<file path="config.mk">
export PLATFORM = sky130hd
export DESIGN_NAME = min_scan_master_flat
export DESIGN_NICKNAME = d
export VERILOG_FILES = /design/src/rtl/min_scan_pkg.sv /design/src/rtl/min_scan_master_if.sv /design/src/rtl/min_scan_master_min_tracker.sv /design/src/rtl/min_scan_master.sv /design/src/flat_wrapper.sv
export SDC_FILE = /design/constraint.sdc
export NUM_CORES = 1
export LEC_CHECK = 0
export CORE_UTILIZATION = 55
export DETAILED_ROUTE_END_ITERATION = 6
export PLACE_DENSITY_LB_ADDON = 0.25
export SLEW_MARGIN = 10
export SYNTH_ARGS = -nofsm -noshare
export SYNTH_HDL_FRONTEND = slang
export SYNTH_HIERARCHICAL = 1
export SYNTH_SLANG_ARGS = --single-unit
</file>
<file path="constraint.sdc">
create_clock -name clk -period 4.9 [get_ports clk]
set_input_delay 0.735 -clock clk [delete_from_list [all_inputs] [get_ports clk]]
set_output_delay 0.735 -clock clk [all_outputs]
set_load 0.005 [all_outputs]
</file>
<file path="src/rtl/min_scan_pkg.sv">
// Shared types and constants for the min_scan_master accelerator: FSM states,
// result-window size and the byte packing used for the result window.
package min_scan_pkg;

    typedef enum logic [1:0] {
        IDLE  = 2'd0,
        READ  = 2'd1,
        WRITE = 2'd2,
        DONE  = 2'd3
    } state_e;

    localparam int          RES_WORDS = 8;
    localparam logic [31:0] MIN_INIT  = 32'h7FFF_FFFF;

    // Result word k carries one byte, LS byte first: k=0..3 from the minimum, k=4..7 from its index.
    function automatic logic [31:0] result_word(input logic [2:0]  k,
                                                input logic [31:0] mv,
                                                input logic [31:0] mi);
        logic [31:0] src;
        logic [7:0]  b;
        src = k[2] ? mi : mv;
        b   = src[{k[1:0], 3'b000} +: 8];
        return {24'b0, b};
    endfunction

endpackage

</file>
<file path="src/rtl/min_scan_master_if.sv">
// Single-port word-addressed data memory bus between the scan master and the memory.
interface min_scan_master_if;
    logic [31:0] address;
    logic [31:0] writedata;
    logic        memRead;
    logic        memWrite;
    logic [31:0] readdata;

    modport master (
        output address, writedata, memRead, memWrite,
        input  readdata
    );

    modport slave (
        input  address, writedata, memRead, memWrite,
        output readdata
    );
endinterface

</file>
<file path="src/rtl/min_scan_master_min_tracker.sv">
// Running signed minimum and its index; index 0 always loads, later elements
// replace the minimum only when strictly smaller so ties keep the first one.
module min_tracker
    import min_scan_pkg::*;
(
    input  logic        clk,
    input  logic        rst,
    input  logic        clear,
    input  logic        en,
    input  logic [31:0] data,
    input  logic [31:0] idx,
    output logic [31:0] min_val,
    output logic [31:0] min_idx
);

    logic [31:0] min_val_q, min_val_d;
    logic [31:0] min_idx_q, min_idx_d;

    // NOTE: every variable gets its hold value first so no path through always_comb infers a latch.
    always_comb begin
        min_val_d = min_val_q;
        min_idx_d = min_idx_q;
        if (clear) begin
            min_val_d = MIN_INIT;
            min_idx_d = '0;
        end else if (en && (idx == '0 || $signed(data) < $signed(min_val_q))) begin
            min_val_d = data;
            min_idx_d = idx;
        end
    end

    // NOTE: state registers use non-blocking assignments so every flop samples pre-edge values.
    always_ff @(posedge clk) begin
        if (rst) begin
            min_val_q <= '0;
            min_idx_q <= '0;
        end else begin
            min_val_q <= min_val_d;
            min_idx_q <= min_idx_d;
        end
    end

    assign min_val = min_val_q;
    assign min_idx = min_idx_q;

endmodule

</file>
<file path="src/rtl/min_scan_master.sv">
// Memory-side accelerator: scans ARRAY_LEN words from ARRAY_BASE for the signed
// minimum, then writes value and index bytewise into the 8-word window at RES_BASE.
module min_scan_master
    import min_scan_pkg::*;
#(
    parameter logic [31:0] ARRAY_BASE = 32'd1000,
    parameter int          ARRAY_LEN  = 20,
    parameter logic [31:0] RES_BASE   = 32'd2000
) (
    input  logic                      clk,
    input  logic                      rst,
    input  logic                      start,
    output logic                      busy,
    output logic                      done,
    output logic [31:0]               min_val,
    output logic [31:0]               min_idx,
    min_scan_master_if.master         mem
);

    if (ARRAY_LEN < 1) begin : g_bad_len
        $error("min_scan_master: ARRAY_LEN must be at least 1");
    end

    localparam logic [31:0] LAST_IDX = 32'(ARRAY_LEN - 1);
    localparam logic [2:0]  LAST_RES = 3'(RES_WORDS - 1);

    state_e      state_q, state_d;
    logic [31:0] i_q, i_d;
    logic [2:0]  k_q, k_d;
    logic        trk_clear;
    logic        trk_en;

    min_tracker u_tracker (
        .clk     (clk),
        .rst     (rst),
        .clear   (trk_clear),
        .en      (trk_en),
        .data    (mem.readdata),
        .idx     (i_q),
        .min_val (min_val),
        .min_idx (min_idx)
    );

    // Bus outputs decode from registered state only; start and readdata feed registers, never outputs.
    always_comb begin
        state_d       = state_q;
        i_d           = i_q;
        k_d           = k_q;
        trk_clear     = 1'b0;
        trk_en        = 1'b0;
        busy          = 1'b1;
        done          = 1'b0;
        mem.address   = '0;
        mem.writedata = '0;
        mem.memRead   = 1'b0;
        mem.memWrite  = 1'b0;

        case (state_q)
            IDLE: begin
                busy = 1'b0;
                if (start) begin
                    state_d   = READ;
                    i_d       = '0;
                    trk_clear = 1'b1;
                end
            end
            READ: begin
                mem.address = ARRAY_BASE + i_q;
                mem.memRead = 1'b1;
                trk_en      = 1'b1;
                if (i_q == LAST_IDX) begin
                    state_d = WRITE;
                    k_d     = '0;
                end else begin
                    i_d = i_q + 32'd1;
                end
            end
            WRITE: begin
                mem.address   = RES_BASE + {29'd0, k_q};
                mem.writedata = result_word(k_q, min_val, min_idx);
                mem.memWrite  = 1'b1;
                if (k_q == LAST_RES) begin
                    state_d = DONE;
                end else begin
                    k_d = k_q + 3'd1;
                end
            end
            DONE: begin
                done    = 1'b1;
                state_d = IDLE;
            end
            default: state_d = IDLE;
        endcase
    end

    always_ff @(posedge clk) begin
        if (rst) begin
            state_q <= IDLE;
            i_q     <= '0;
            k_q     <= '0;
        end else begin
            state_q <= state_d;
            i_q     <= i_d;
            k_q     <= k_d;
        end
    end

endmodule

</file>
<file path="src/flat_wrapper.sv">
// flat-port wrapper written by rule: the top's interface ports become plain ports
module min_scan_master_flat import min_scan_pkg::*;
#(
    parameter logic [31:0] ARRAY_BASE = 32'd1000,
    parameter int          ARRAY_LEN  = 20,
    parameter logic [31:0] RES_BASE   = 32'd2000
)
  (clk, rst, start, busy, done, min_val, min_idx, mem_address, mem_writedata, mem_memRead, mem_memWrite, mem_readdata);
  min_scan_master_if mem_i ();
  input  logic clk;
  input  logic rst;
  input  logic start;
  output logic busy;
  output logic done;
  output logic [31:0] min_val;
  output logic [31:0] min_idx;
  output wire logic [$bits(mem_i.address)-1:0] mem_address;
  output wire logic [$bits(mem_i.writedata)-1:0] mem_writedata;
  output wire logic [$bits(mem_i.memRead)-1:0] mem_memRead;
  output wire logic [$bits(mem_i.memWrite)-1:0] mem_memWrite;
  input wire logic [$bits(mem_i.readdata)-1:0] mem_readdata;
  assign mem_address = mem_i.address;
  assign mem_writedata = mem_i.writedata;
  assign mem_memRead = mem_i.memRead;
  assign mem_memWrite = mem_i.memWrite;
  assign mem_i.readdata = mem_readdata;
  min_scan_master #(.ARRAY_BASE(ARRAY_BASE), .ARRAY_LEN(ARRAY_LEN), .RES_BASE(RES_BASE)) u_core (.clk(clk), .rst(rst), .start(start), .busy(busy), .done(done), .min_val(min_val), .min_idx(min_idx), .mem(mem_i));
endmodule
</file>
Word-level counts from Yosys, hierarchy flattened
Cells that the tools add are included.
{ "word_totals": {"reg_bits": 101, "elab_cells": 54, "output_inout_bits": 132, "input_bits": 35} }
{ "classes": {"n_reduce_logical": 11, "n_shift": 1, "n_mux": 21, "n_lt_le_gt_ge": 1, "add_sub_neg": 4, "n_eq_ne": 10} }
{ "ops": {"columns": ["operator", "count"], "rows": [
  ["$pmux W32 S2", 2],
  ["$mux W32", 3],
  ["$mux W31", 2],
  ["$add A10 B32 Y32 const A", 1],
  ["$add A32 B1 Y32 const B", 1],
  ["$eq A32 B5 Y1 const B", 1],
  ["$logic_not A32 Y1", 1],
  ["$lt A32 B32 Y1", 1],
  ["$shiftx A32 B6 Y8", 1],
  ["$add A11 B3 Y12 const A", 1],
  ["$reduce_and A3 Y1", 3],
  ["$mux W8", 1],
  ["$pmux W2 S4", 1],
  ["$mux W1", 6],
  ["$mux W2", 3],
  ["$mux W3", 2],
  ["$ne A2 B2 Y1 const B", 3],
  ["$pmux W3 S2", 1],
  ["$reduce_bool A2 Y1", 3],
  ["$eq A2 B2 Y1 const B", 2],
  ["$ne A2 B1 Y1 const B", 2],
  ["$add A3 B1 Y3 const B", 1],
  ["$eq A3 B3 Y1 const B", 1],
  ["$eq A2 B1 Y1 const B", 1],
  ["other kinds (4)", 4]
]} }

Longest topological paths before layout
Gate-level depths: netlist (run 1).
{ "logic_depth": {"ltp_word": 5, "mapped_depth": 11, "depth_no_buf": 9} }

Modules after synthesis
The synthesis (run 1) kept the hierarchy.
{ "modules_own_cells": {"columns": ["mod", "cells_each", "area_each_um2", "seq_area_each_um2", "instances"], "rows": [
  ["min_scan_master", 476, 3689.8, 740.7, 1],
  ["min_tracker", 336, 3211.8, 1281.2, 1]
]} }

Least setup slack after synthesis (run 1)
Ideal clock, no wire load.
{ "synth_path": {"path_kind": "in2reg", "startpoint": "input port mem_readdata[14]", "endpoint": "register u_core.u_tracker.min_val_q[0], in the netlist u_core/u_tracker/min_val[0]", "path_buffers": 2, "setup_time_ps": 133, "t_arrival_ps": 2675, "t_required_ps": 4767, "slack_ps": 2092, "stages": 10, "path_cell_list": "ha_1 > nand4_1 > nor3_2 > or4b_1 > a311oi_2 > nor4b_2 > buf_6 > buf_6 > mux2i_1 > a21oi_1"} }
{ "synth_between": {"elab_chain_cells": 4} }
{ "synth_rtl": {"columns": ["item", "line_no", "rtl"], "rows": [
  ["start, declared", "flat_wrapper.sv:21", "input wire logic [$bits(mem_i.readdata)-1:0] mem_readdata;"],
  ["$lt A32 B32 Y1", "min_scan_master_min_tracker.sv:26", "end else if (en && (idx == '0 || $signed(data) < $signed(min_val_q))) begin"],
  ["$logic_or A1 B1 Y1", "min_scan_master_min_tracker.sv:26", null],
  ["$logic_and A1 B1 Y1", "min_scan_master_min_tracker.sv:26", null],
  ["$reduce_bool A2 Y1 (no line)", null, null],
  ["end signal, assigned", "min_scan_master_min_tracker.sv:38", "min_val_q <= min_val_d;"],
  ["end, declared", "min_scan_master_min_tracker.sv:16", "logic [31:0] min_val_q, min_val_d;"]
]} }
Every way passes these cells.
A chain may end at the register's enable or synchronous reset.

Final worst setup path (run 1)
{ "layout_path": {"startpoint": "register u_core.i_q[5]", "endpoint": "output port mem_address[31]"} }
{ "layout_between": {"elab_chain_cells": 2} }
{ "layout_rtl": {"columns": ["item", "line_no", "rtl"], "rows": [
  ["start, declared", "min_scan_master.sv:28", "logic [31:0] i_q, i_d;"],
  ["start signal, assigned", "min_scan_master.sv:103", "i_q <= i_d;"],
  ["$add A10 B32 Y32", "min_scan_master.sv:68", "mem.address = ARRAY_BASE + i_q;"],
  ["$pmux W32 S2", "min_scan_master.sv:58", "case (state_q)"],
  ["end, declared", "flat_wrapper.sv:17", "output wire logic [$bits(mem_i.address)-1:0] mem_address;"]
]} }
Every way passes these cells.

==> summary by stage, run 1 <==
Synth
For this run, the number of Yosys warnings is 6. The netlist area before placement is just under 7000 µm². The synthesized design contains 0 enable-type register cells. The portion of the post-synthesis area used by sequential elements is ~29%. The async set-or-reset flop fraction in the synthesized netlist is 0%.

The cell count after synthesis is 812. The mean cell area of the mapped netlist is 8.500 µm². The most used flip-flop cell after synthesis is dfxtp_1. The synthesized netlist contains slightly below 70 unique library cells. The total of flip-flops plus latches after synthesis is roughly 100.

Clock network
The total setup buffers inserted after CTS is 0. The number of clock sinks is between 100 and 150. The clock insertion delay at the later pin of the skew report is ~0.36 ns.

The number of buffers added to fix hold violations after cts is 0. After clock tree synthesis, the clock-pin slew on the worst setup and hold paths is ~0.06 ns. In this run, post-CTS repair resized a total of 0 instances. The buffer cell driving the clock tree root is clkbuf_16.

The clock buffer count from CTS is 9. The CTS H-tree depth is 3. The maximum clock path buffer count is 2. The clock tree from TritonCTS is built.

STA
The final period utilization is between 80% and 90%. The final worst setup slack is ~0.96 ns. The clock arrives with between 0.01 and 0.015 ns of skew. The highest attainable clock frequency is roughly 0.25 GHz.

The final critical-path required period is slightly below 4 ns. The number of endpoints with negative hold slack in the final report is 0. In the final timing run, aggregate negative setup slack is 0 ns.

Setup repair after global routing left no endpoint under its margin. The number of slew-limit violations in the final report is 0. At the pin with the least slew margin, the transition time is between 1 and 1.5 ns. Setup violations remaining at the end of the flow were counted as 0. Headroom to the max-slew limit came out at 23.68%.

Route
The number of nets with antenna violations after detailed routing is 0. After detailed routing, the number of remaining DRC violations is 0. The total detailed-routing wirelength is 21.53 mm. After detailed routing, the number of vias per cell comes to just over 6. After detailed routing, the average wire length per cell comes to between 15 and 20 µm. For this block, the via count after detailed routing is between 6,000 and 7,000. Before antenna repair, the detailed router went through 5 iterations. The number of DRC violations after detailed-routing iteration 0 is between 500 and 600.

Global route
The largest net degree at the start of global routing is 63. The first-pass GRT wire length is roughly 33 mm. The via count of the first global-routing pass is 6,076. The overall overflow remaining after global route is 0. Global routing used 32.76% of the available tracks.

The number of antenna violations at the first check in global routing was 0.

Worst setup path
The launch point of the worst path is u_core/i_q[5]$_SDFFE_PP0P_. The reg-to-reg critical path startpoint is u_core/u_tracker/min_val[9]$_SDFFE_PP0P_. On the critical path the largest part of the delay comes from simple AND/OR/NAND/NOR gates. The kind of start point of the critical path is a flip-flop. Data arrives at the worst endpoint at 3.20 ns. The slack of the worst reg-to-reg path is approximately 1.9 ns. In this design, the stage delay of the slowest critical-path cell is roughly 0.72 ns. Walking the worst path, the cells encountered are or4_4 > nor3_1 > nor4_1 > xnor2_1 > nor2_1 > clkdlybuf4s50_1. The critical path is of the flip-flop to output port type.

For the worst setup path, the data required time is approximately 4.2 ns. On the critical path, the stage with the largest delay is an instance of nor3_1. The worst-path maximum fanout is 13.

The worst path buffer plus inverter count is 1. STA classifies the critical path endpoint as an output port.

Power and ir drop
The leakage power is between 2 and 3 nW. The power density over cell area is roughly 410 nW/µm². IR analysis of the VDD net gives a maximum drop of between 0.00015 and 0.0002 V.

Status
The flow ran to the end, and the final reports show no timing, DRC or antenna violations.

Hold path
The type of the tightest min-delay check is flip-flop to flip-flop. The startpoint identified for the worst hold timing path is u_core/u_tracker/min_idx[29]$_SDFFE_PP0P_.

Die
The vertical extent of the die is between 100 and 150 µm. The initial utilization of the core area, before any placement, comes to between 50% and 60%. After floorplanning, the core was divided into 40 placement rows.

The die extent in x is 114.0 µm. The core region is between 10,000 and 15,000 µm². The overall die area is around 13,000 µm². In this run the count of I/O pins placed on the die edge is 167.

Layout
In the final layout, the multi-input gates occupy about 4300 µm². The net count of the finished layout is ~1,000. The count of fill cells added during filler insertion is 986. The library cell used most frequently in the layout, excluding fill and tap cells, is clkdlybuf4s50_1. The antenna diode count is 0. The finished layout holds 1,083 standard cells, fillers aside.

Of the cells placed in the final design, the portion with a size suffix greater than 1 is 6.230%. Leaving out fill and tap cells, the most frequent cells in the layout are 141 x clkdlybuf4s50_1, 101 x dfxtp_1, 91 x nor2_1. Registers take about 2000 µm².

Compared with the post-synthesis result, the final layout area differs by 22.55%.

Placed design
Buffers placed on the I/O ports in this run total between 100 and 150. The detailed-placement wirelength estimate is between 15 and 20 mm. The worst setup slack after placement is 1.217 ns. Including well taps, the total number of placed cells is 1,067.

At the end of routability-driven placement, the weighted congestion stood at about 0.98.

Flow run
The max-cap check violation count is 0.
-- stage by stage --
step	util (%)	cell area (µm²)	hold WS [ns]	power, mW
after global routing	69.83	8458	0.5492	3.585
after global placement	67.25	8145	0.4977	2.591
after detailed placement	67.25	8145	0.5108	2.644
after CTS	69.83	8458	0.5278	3.407
after floorplan	-	6988	0.4814	2.100
final	69.83	8458	0.5301	3.433
-- tightest hold or removal path, delay by kind of cell, from the launching register on --
| family | cells | cell delay, ns |
|---|---|---|
| DFF | 1 | 0.35 |
| muxes | 1 | 0.07 |
| and+or+nand+nor | 1 | 0.07 |
-- Yosys cell counts (3+ instances only) --
cell	n	area, µm²
a211oi_1	3	22.52
a21oi_1	76	380.4
a311oi_1	9	78.83
a31oi_1	11	68.82
a41oi_1	3	26.28
and2_1	4	25.02
buf_2	17	85.08
buf_4	27	202.7
buf_6	9	101.4
clkbuf_1	25	93.84
clkbuf_2	4	20.02
dfxtp_1	101	2022
ha_1	40	500.5
inv_1	40	150.1
mux2i_1	74	740.7
mux4_2	16	360.4
nand2_1	50	187.7
nand2b_1	7	43.79
nand3_1	15	75.07
nand4_1	19	118.9
nand4b_1	3	26.28
nor2_1	91	341.6
nor2b_1	5	31.28
nor3_1	18	90.09
nor4_1	25	156.4
o21ai_0	39	195.2
o31ai_1	5	37.54
or3_1	6	37.54
or4_1	4	30.03
xnor2_1	15	131.4
xor2_1	7	61.31
-- report_power, final --
group,switching [mW],internal (mW)
Combinational,0.840,0.755
Sequential,0.148,0.926
Clock,0.327,0.438
Total,1.31,2.12
-- sequential cells by signal (all words and copies together) (netlist names) --
| name | flops |
|---|---|
| u_core/u_tracker/min_val | 32 |
| u_core/u_tracker/min_idx | 32 |
| u_core/state_q | 2 |
| u_core/i_q | 32 |
| u_core/k_q | 3 |
-- final cells by class --
type	instances	area share, %
Clock buffer	13	3.195
Clock inverter	3	0.5030
Inverter	40	1.775
Multi-Input combinational cell	609	50.77
Sequential cell	101	23.91
Tap cell	168	2.485
Timing Repair Buffer	149	17.37
-- per-layer routing --
layer | wire length, µm | GRT usage (%)
met1 | 8863 | 42.90
met2 | 10100 | 54.30
met3 | 1921 | 4.623
met4 | 644 | 13.51
met5 | 0 | 0
-- logic make-up (layout without fill, tap and decap cells) --
family	after synthesis	after routing	share of synthesized area, %
other	1	24	0.05434
AOI/OAI and AO/OA	163	163	14.21
adders and majority gates	40	40	7.252
DFF	101	101	29.30
and+or+nand+nor	269	269	20.41
muxes	91	91	16.12
buffers and inverters	125	205	9.862
xor gates and xnor gates	22	22	2.792
-- final timing paths --
path | end | cells after the start
max | mem_address[31] | 6
min | u_core/u_tracker/min_idx[29]$_SDFFE_PP0P_ | 2
min reg2reg | u_core/u_tracker/min_idx[29]$_SDFFE_PP0P_ | 2
max reg2reg | u_core/u_tracker/min_val[20]$_SDFFE_PP0P_ | 10
(Power assumes the default switching activity.)
==> run 2: changes to the inputs <==
--- a/config.mk
+++ b/config.mk
@@ -5,7 +5,7 @@
 export SDC_FILE = /design/constraint.sdc
 export NUM_CORES = 1
 export LEC_CHECK = 0
-export CORE_UTILIZATION = 55
+export CORE_UTILIZATION = 51
 export DETAILED_ROUTE_END_ITERATION = 6
 export PLACE_DENSITY_LB_ADDON = 0.25
 export SLEW_MARGIN = 10
==> constraint.sdc (replaced) <==
create_clock -name clk -period 3.82 [get_ports clk]
set_input_delay 0.573 -clock clk [delete_from_list [all_inputs] [get_ports clk]]
set_output_delay 0.573 -clock clk [all_outputs]
set_load 0.005 [all_outputs]
==> run 2 against run 1 <==
  * First-iteration DRC count grew 33%
  * Sequential share of layout area shrank 0.24 points
  * Clock power grew 22%
  * Cell count grew 1.8%
  * Wire length shrank 3.5%
  * Total power grew 26%
  * Clock skew shrank 0.0032 ns
  * Count of clock-buffer cells in the layout shrank 4
  * Largest cell class unchanged
  * Die area grew 7.7%
  * Via count shrank 1.2%
  * Combinational power grew 26%
  * Non-clock buffer count grew 13
==> summary by stage, run 2 (synthesis gave the netlist of run 1 again) <==
Power and ir drop
The peak supply drop came to 0.0002520 V (+38%). The power density over cell area is 505.0 nW/µm² (+24%). The leakage power was 3.012 nW (+2.0%).

The total power consumption of the routed design is 4.314 mW (+26%).

Global route
The all-layer global routing usage is 29.83% (-2.9 points). The via count of the first global-routing pass is 5,923 (-2.5%). The number of antenna violations at the first check in global routing is 0 (unchanged). The first-pass GRT wire length is 32.96 mm (about the same). The largest net degree at the start of global routing is 44 (-30%). The overall overflow remaining after global route came to 0 (unchanged).

Worst setup path
The worst setup path is captured at an output port. The worst-path maximum fanout is 11 (-2). The slack of the worst reg-to-reg path is 0.80 ns (-1.06 ns). The critical path's slowest cell is nor4_4. The worst path buffer plus inverter count is 1 (unchanged).

The worst path required time is 3.25 ns (-0.91 ns). The signal on the critical path passes through nand4_1 > nor4_4 > and4bb_2 > xnor2_1 > nor2_1 > clkdlybuf4s50_1. The critical path data arrival time is 3.00 ns (-0.20 ns). The worst setup path is launched from a flip-flop.

The endpoint identified for the worst register-to-register timing path is u_core/u_tracker/min_val[20]$_SDFFE_PP0P_. The cell class contributing the biggest share of worst-path delay is simple AND/OR/NAND/NOR gates. The worst register-to-register path begins at u_core/u_tracker/min_val[11]$_SDFFE_PP0P_. The number of cells traversed by the worst register-to-register path is 10 (unchanged).

The stage delay of the slowest cell on the critical path is 0.66 ns (-0.06 ns). The kind of critical path is flip-flop to output port.

Route
The total number of vias is 6,620 (-1.2%). The number of DRC violations after detailed routing is 0 (unchanged). The number of iterations in the first detailed-routing pass is 5 (unchanged). The post-detailed-route via-to-cell ratio is 6.002 (-3.0%). The average wire per standard cell is 18.84 µm (-5.2%). The total detailed-routing wirelength is 20.78 mm (-3.5%). The number of nets with antenna violations after detailed routing is 0 (unchanged). The number of DRC violations after detailed-routing iteration 0 is 787 (+33%).

Layout
The antenna diode count is 0 (unchanged). The combined area of the multi-input logic cells is 4294 µm² (unchanged). The fraction of layout cells with a size suffix above 1 was 7.551% (+1.3 points). The area occupied by registers is 2022 µm² (unchanged).

The count of fill cells added during filler insertion came to 1,145 (+16%). The relative area change from synthesis to final layout is 23.79%. The commonest non-fill, non-tap cell in the layout is clkdlybuf4s50_1. In the layout the commonest cells are 141 x clkdlybuf4s50_1, 101 x dfxtp_1, 91 x nor2_1.

The number of nets in the layout is 998 (+1.3%).

STA
The relative slew slack came to 23.85% (+0.17 points). The sum of negative setup slack is 0 ns (unchanged). The worst-case clock skew is 0.008448 ns (-0.003158 ns). Static timing analysis puts the maximum clock frequency at 0.2799 GHz. The final worst setup slack is 0.2471 ns (-0.7161 ns). The number of endpoints with negative hold slack in the final report came to 0 (unchanged). The smallest clock period supported by the final layout is computed as around 3.6 ns. Setup repair after global routing left no endpoint under its margin. The slew at the pin closest to its max-slew limit is 1.141 ns (+0.01110 ns).

The number of slew-limit violations in the final report came to 0 (unchanged). The setup-violating endpoint count in the final report is 0 (unchanged). The final period utilization is roughly 94%.

Die
The row count came to 42 (+5.0%). The top-level I/O count was 167 (unchanged). The overall die area is 14,000 µm² (+7.7%).

The vertical extent of the die came to 118.3 µm (+3.8%). The die extent in x is 118.3 µm (+3.8%). The total core area is 13,240 µm² (+9.3%). The initial standard-cell utilization of the core came to 52.12% (-4.9 points).

Placed design
The total of buffers placed on input and output ports is 142 (unchanged). The worst setup slack after placement came to 0.2799 ns (-0.9368 ns). The detailed-placement wirelength estimate is 15.13 mm (-1.1%). The final weighted congestion in routability-driven placement is 0.9513 (-2.7%).

Hold path
The startpoint identified for the worst hold timing path is u_core/u_tracker/min_idx[2]$_SDFFE_PP0P_. The number of cells on the worst hold path was 2 (unchanged). The type of the tightest min-delay check is flip-flop to flip-flop. The worst hold path terminates at u_core/u_tracker/min_idx[2]$_SDFFE_PP0P_.

Clock network
The clock transition at the registers of the reported paths is 0.07 ns (about the same). The total setup buffers inserted after CTS is 0 (unchanged). The clock buffer count from CTS was 9 (unchanged).

The CTS H-tree depth is 3 (unchanged). TritonCTS built the clock tree. The quantity of gates resized following cts is 0 (unchanged).

The number of clock sinks is 101 (unchanged). The tree is rooted in a clkbuf_16. The number of buffers added to fix hold violations after cts is 0 (unchanged). The clock insertion delay at the later pin of the skew report is 0.36 ns (about the same). The maximum clock path buffer count came to 2 (unchanged).

Flow run
The max-cap check violation count is 0 (unchanged).

Status
The flow ran to the end, and the final reports show no timing, DRC or antenna violations.
==> run 2: cell count changes in the layout (fill, tap and decap cells not counted), sizes merged <==
cell	change
buf	+13
clkbuf	-4
clkinv	+3
==> run 2: final cells by class <==
| class | instances | area share, % |
|---|---|---|
| Multi-Input combinational cell | 609 | 50.26 |
| Sequential cell | 101 | 23.67 |
| Timing Repair Buffer | 162 | 18.34 |
| Clock buffer | 9 | 2.636 |
| Tap cell | 176 | 2.578 |
| Inverter | 40 | 1.757 |
| Clock inverter | 6 | 0.7616 |
==> run 2: routing by layer <==
metal,track usage (%),vias to the layer above,part of all wire [%]
met2,45.99,372,45
li1,-,3119,-
met4,9.856,0,2.4
met5,0,-,0
met1,42.47,3090,44
met3,4.488,39,8.3
==> run 2: worst max-delay path by stage <==
stage	cells after the start	slack [ns]	startpoint	to
finish	6	0.25	u_core/i_q[17]$_SDFFE_PP0P_	mem_address[28]
global route	5	0.03	u_core/state_q[1]$_SDFFE_PP0P_	mem_address[7]
CTS	6	0.24	u_core/i_q[17]$_SDFFE_PP0P_	mem_address[28]
detailed placement	10	0.28	mem_readdata[9]	u_core/u_tracker/min_val[8]$_SDFFE_PP0P_
global placement	10	0.28	mem_readdata[9]	u_core/u_tracker/min_val[21]$_SDFFE_PP0P_
floorplan	10	1.17	mem_readdata[14]	u_core/u_tracker/min_val[0]$_SDFFE_PP0P_
==> run 2: worst reg2reg max path, delay by kind of cell (launching register included) <==
family,cells,cell delay (ns)
flops,1,0.38
compound gates,5,1.02
mux,1,0.27
buf+inv,2,0.57
fa+ha+maj,1,0.30
simple gates,1,0.31
==> run 2: power breakdown <==
| part | internal, mW | total [mW] | switching, mW |
|---|---|---|---|
| clock network | 0.505 | 0.931 | 0.426 |
| registers | 1.19 | 1.38 | 0.188 |
| logic | 0.967 | 2.01 | 1.04 |
==> run 2: stage by stage <==
step | std cells | area [µm²] | hold WS, ns | utilization (%)
after floorplan | 835 | 6988 | 0.4814 | -
after detailed placement | 1088 | 8253 | 0.5148 | 62.32
after CTS | 1103 | 8543 | 0.5311 | 64.51
after global placement | 1088 | 8253 | 0.5044 | 62.32
after global routing | 1103 | 8543 | 0.5660 | 64.51
final | 1103 | 8543 | 0.5309 | 64.51
==> run 3: changes to the inputs <==
--- a/config.mk
+++ b/config.mk
@@ -7,6 +7,7 @@
 export LEC_CHECK = 0
 export CORE_UTILIZATION = 51
 export DETAILED_ROUTE_END_ITERATION = 6
+export GPL_TIMING_DRIVEN = 0
 export PLACE_DENSITY_LB_ADDON = 0.25
 export SLEW_MARGIN = 10
 export SYNTH_ARGS = -nofsm -noshare
==> run 3 against run 2 <==
  * Sequential power is essentially flat
  * Combinational power grew 7%
  * Register-to-register slack gained 0.18 ns
  * Cell count grew 5.8%
  * Count of clock-buffer cells in the layout grew 2
  * Wire length grew 4.8%
  * Total power grew 5.9%
  * Via count grew 4.5%
  * Critical path depth grew 1
  * First-iteration DRC count shrank 4.7%
  * Critical path type unchanged
  * Highest routed layer unchanged
==> summary by stage, run 3 (synthesis gave the netlist of run 1 again) <==
Die
The top-level I/O count came to 167 (unchanged). The initial standard-cell utilization of the core is 52.12% (unchanged). The die extent in x was 118.3 µm (unchanged). The row count is 42 (unchanged).

The total core area is 13,240 µm² (unchanged). The vertical extent of the die is 118.3 µm (unchanged). The overall die area is 14,000 µm² (unchanged).

Global route
The layer flagged by global routing as most heavily used is met2. The met3 usage in global routing came to 4.488% (unchanged). The overall overflow remaining after global route is 0 (unchanged). The first-pass GRT wire length is 33.76 mm (+2.4%). The met1 capacity usage during global routing is 41.37% (-1.1 points). The number of antenna violations at the first check in global routing is 0 (unchanged). The fraction of met2 tracks used by global routing is 48.79% (+2.8 points).

The all-layer global routing usage is 30.84% (+1.0 points). The via count of the first global-routing pass is 6,315 (+6.6%). The largest net degree at the start of global routing was 16 (-64%).

Clock network
The clock buffer count from CTS is 9 (unchanged). The CTS H-tree depth is 3 (unchanged). The maximum clock path buffer count is 2 (unchanged). The clock insertion delay at the later pin of the skew report is 0.36 ns (about the same). The number of clock sinks is 101 (unchanged). The clock transition at the registers of the reported paths is 0.07 ns (about the same). The number of buffers added to fix hold violations after cts is 0 (unchanged). CTS placed an instance of clkbuf_16 at the clock tree root. The clock tree from TritonCTS is built.

STA
The worst-case clock skew is 0.006569 ns (-0.001879 ns). Setup repair after global routing left no endpoint under its margin. The sum of negative setup slack is 0 ns (unchanged). The number of endpoints with negative hold slack in the final report is 0 (unchanged). The final worst setup slack came to 0.1941 ns (-0.05302 ns). The tightest hold margin came to 0.5138 ns (-0.01708 ns). The final period utilization is 94.92% (+1.4 points). The highest attainable clock frequency was 0.2758 GHz (-1.5%).

The setup-violating endpoint count in the final report came to 0 (unchanged). The slew at the pin closest to its max-slew limit came to 0.9483 ns (-0.1927 ns). The number of slew-limit violations in the final report is 0 (unchanged). The final critical-path required period is 3.626 ns (+0.05301 ns). The relative slew slack is 36.35% (+13 points).

Power and ir drop
The power density over cell area is 509.7 nW/µm² (+0.93%). The combinational group share of total power was 47.4% (+0.9 points). The cell-internal power came to 2.874 mW (+8.1%). The total power consumption of the routed design is 4.567 mW (+5.9%).

The leakage power was 3.271 nW (+8.6%). The share of power burned in registers was 29.6% (-2.3 points). The switching power summed over all nets was 1.693 mW (+2.3%).

The peak supply drop is 0.0002755 V (+9.3%). The power share of the clock group was 23.0% (+1.4 points). The switching share of power is 37.06% (-1.3 points).

Placed design
The detailed-placement wirelength estimate is 16.46 mm (+8.7%). The worst setup slack after placement is 0.4370 ns (+0.1571 ns). The final weighted congestion in routability-driven placement is 0.9515 (about the same). The total placed cells including tap cells came to 1,153 (+6.0%). The cell area after placement is 8630 µm² (+4.6%). The total of buffers placed on input and output ports is 142 (unchanged).

Route
The number of DRC violations after detailed-routing iteration 0 is 750 (-4.7%). The number of iterations in the first detailed-routing pass is 5 (unchanged). The total detailed-routing wirelength is 21.79 mm (+4.8%).

The number of nets with antenna violations after detailed routing is 0 (unchanged). The number of DRC violations after detailed routing came to 0 (unchanged). The post-detailed-route via-to-cell ratio is 5.931 (-1.2%). The total number of vias is 6,921 (+4.5%). The average wire per standard cell is 18.67 µm (-0.92%).

Hold path
In this run the worst hold path is classified as flip-flop to flip-flop. The number of cells on the worst hold path is 2 (unchanged).

Worst setup path
The worst-path maximum fanout is 9 (-2). The worst setup path is of the flip-flop to output port kind. The element type at the critical path end is an output port. The critical path data arrival time is 3.05 ns (+0.05 ns).

The number of cells traversed by the worst register-to-register path is 9 (-1). The kind of start point of the critical path is a flip-flop. The worst path required time is 3.25 ns (about the same).

Status
The flow ran to the end, and the final reports show no timing, DRC or antenna violations.

Layout
The relative area change from synthesis to final layout is 29.84%. The count of fill cells added during filler insertion is 1,117 (-2.4%). The commonest non-fill, non-tap cell in the layout is clkdlybuf4s50_1. The post-route non-filler standard cell count is 1,167 (+5.8%). The antenna diode count was 0 (unchanged). The utilization of the core after routing is 67.67% (+3.2 points). The number of nets in the layout is 1,062 (+6.4%). The finished layout cell area is 8961 µm² (+4.9%). The fraction of layout cells with a size suffix above 1 is 10.70% (+3.1 points). In the layout the commonest cells are 142 x clkdlybuf4s50_1, 101 x dfxtp_1, 91 x nor2_1.

Flow run
The max-cap check violation count is 0 (unchanged).
==> run 3: worst max-delay path: stages, from the launching register on <==
cell,delay [ns]
dfxtp_1,0.36
buf_6,0.16
or4_4,0.59
o31ai_1,0.66
nor3_1,0.16
xnor2_1,0.16
nor2_1,0.10
clkdlybuf4s50_1,0.51
==> run 3: worst paths after layout <==
path	start	to	slack (ns)
setup reg to reg	u_core/state_q[1]$_SDFFE_PP0P_	u_core/i_q[3]$_SDFFE_PP0P_	0.98
setup / recovery	u_core/i_q[6]$_SDFFE_PP0P_	mem_address[25]	0.19
hold / removal	u_core/state_q[1]$_SDFFE_PP0P_	u_core/state_q[1]$_SDFFE_PP0P_	0.51
hold reg to reg	u_core/state_q[1]$_SDFFE_PP0P_	u_core/state_q[1]$_SDFFE_PP0P_	0.51
==> run 3: power by group through the flow <==
stage          clock network, mW  registers [mW]  logic, mW
6_report                    1.05            1.35       2.16
5_1_grt                     1.09            1.37       2.33
4_1_cts                     1.06            1.35       2.13
3_5_place_dp                   0            1.37       2.11
2_1_floorplan                  0            1.33       1.37
3_3_place_gp                   0            1.37       2.09
==> run 3: layout make-up <==
type,instances,area (µm²),share of cell area (%)
Timing Repair Buffer,142,1421,15.86
Clock inverter,4,97.59,1.089
Clock buffer,11,232.7,2.597
Buffer,84,526.8,5.878
Tap cell,176,220.2,2.457
Inverter,40,150.1,1.676
Sequential cell,101,2022,22.56
Multi-Input combinational cell,609,4290,47.88
==> run 3: routing by layer <==
metal	share of wire [%]	up-vias
met1	44	3216
met3	7.9	55
met2	45	404
met4	2.8	0
met5	0	-
li1	-	3246
==> run 3: repair_timing <==
item / 4_1_cts / 5_1_grt
setup buffers: 0 / 0
resized for setup: 0 / 1
setup endpoints to repair: 0 / 10
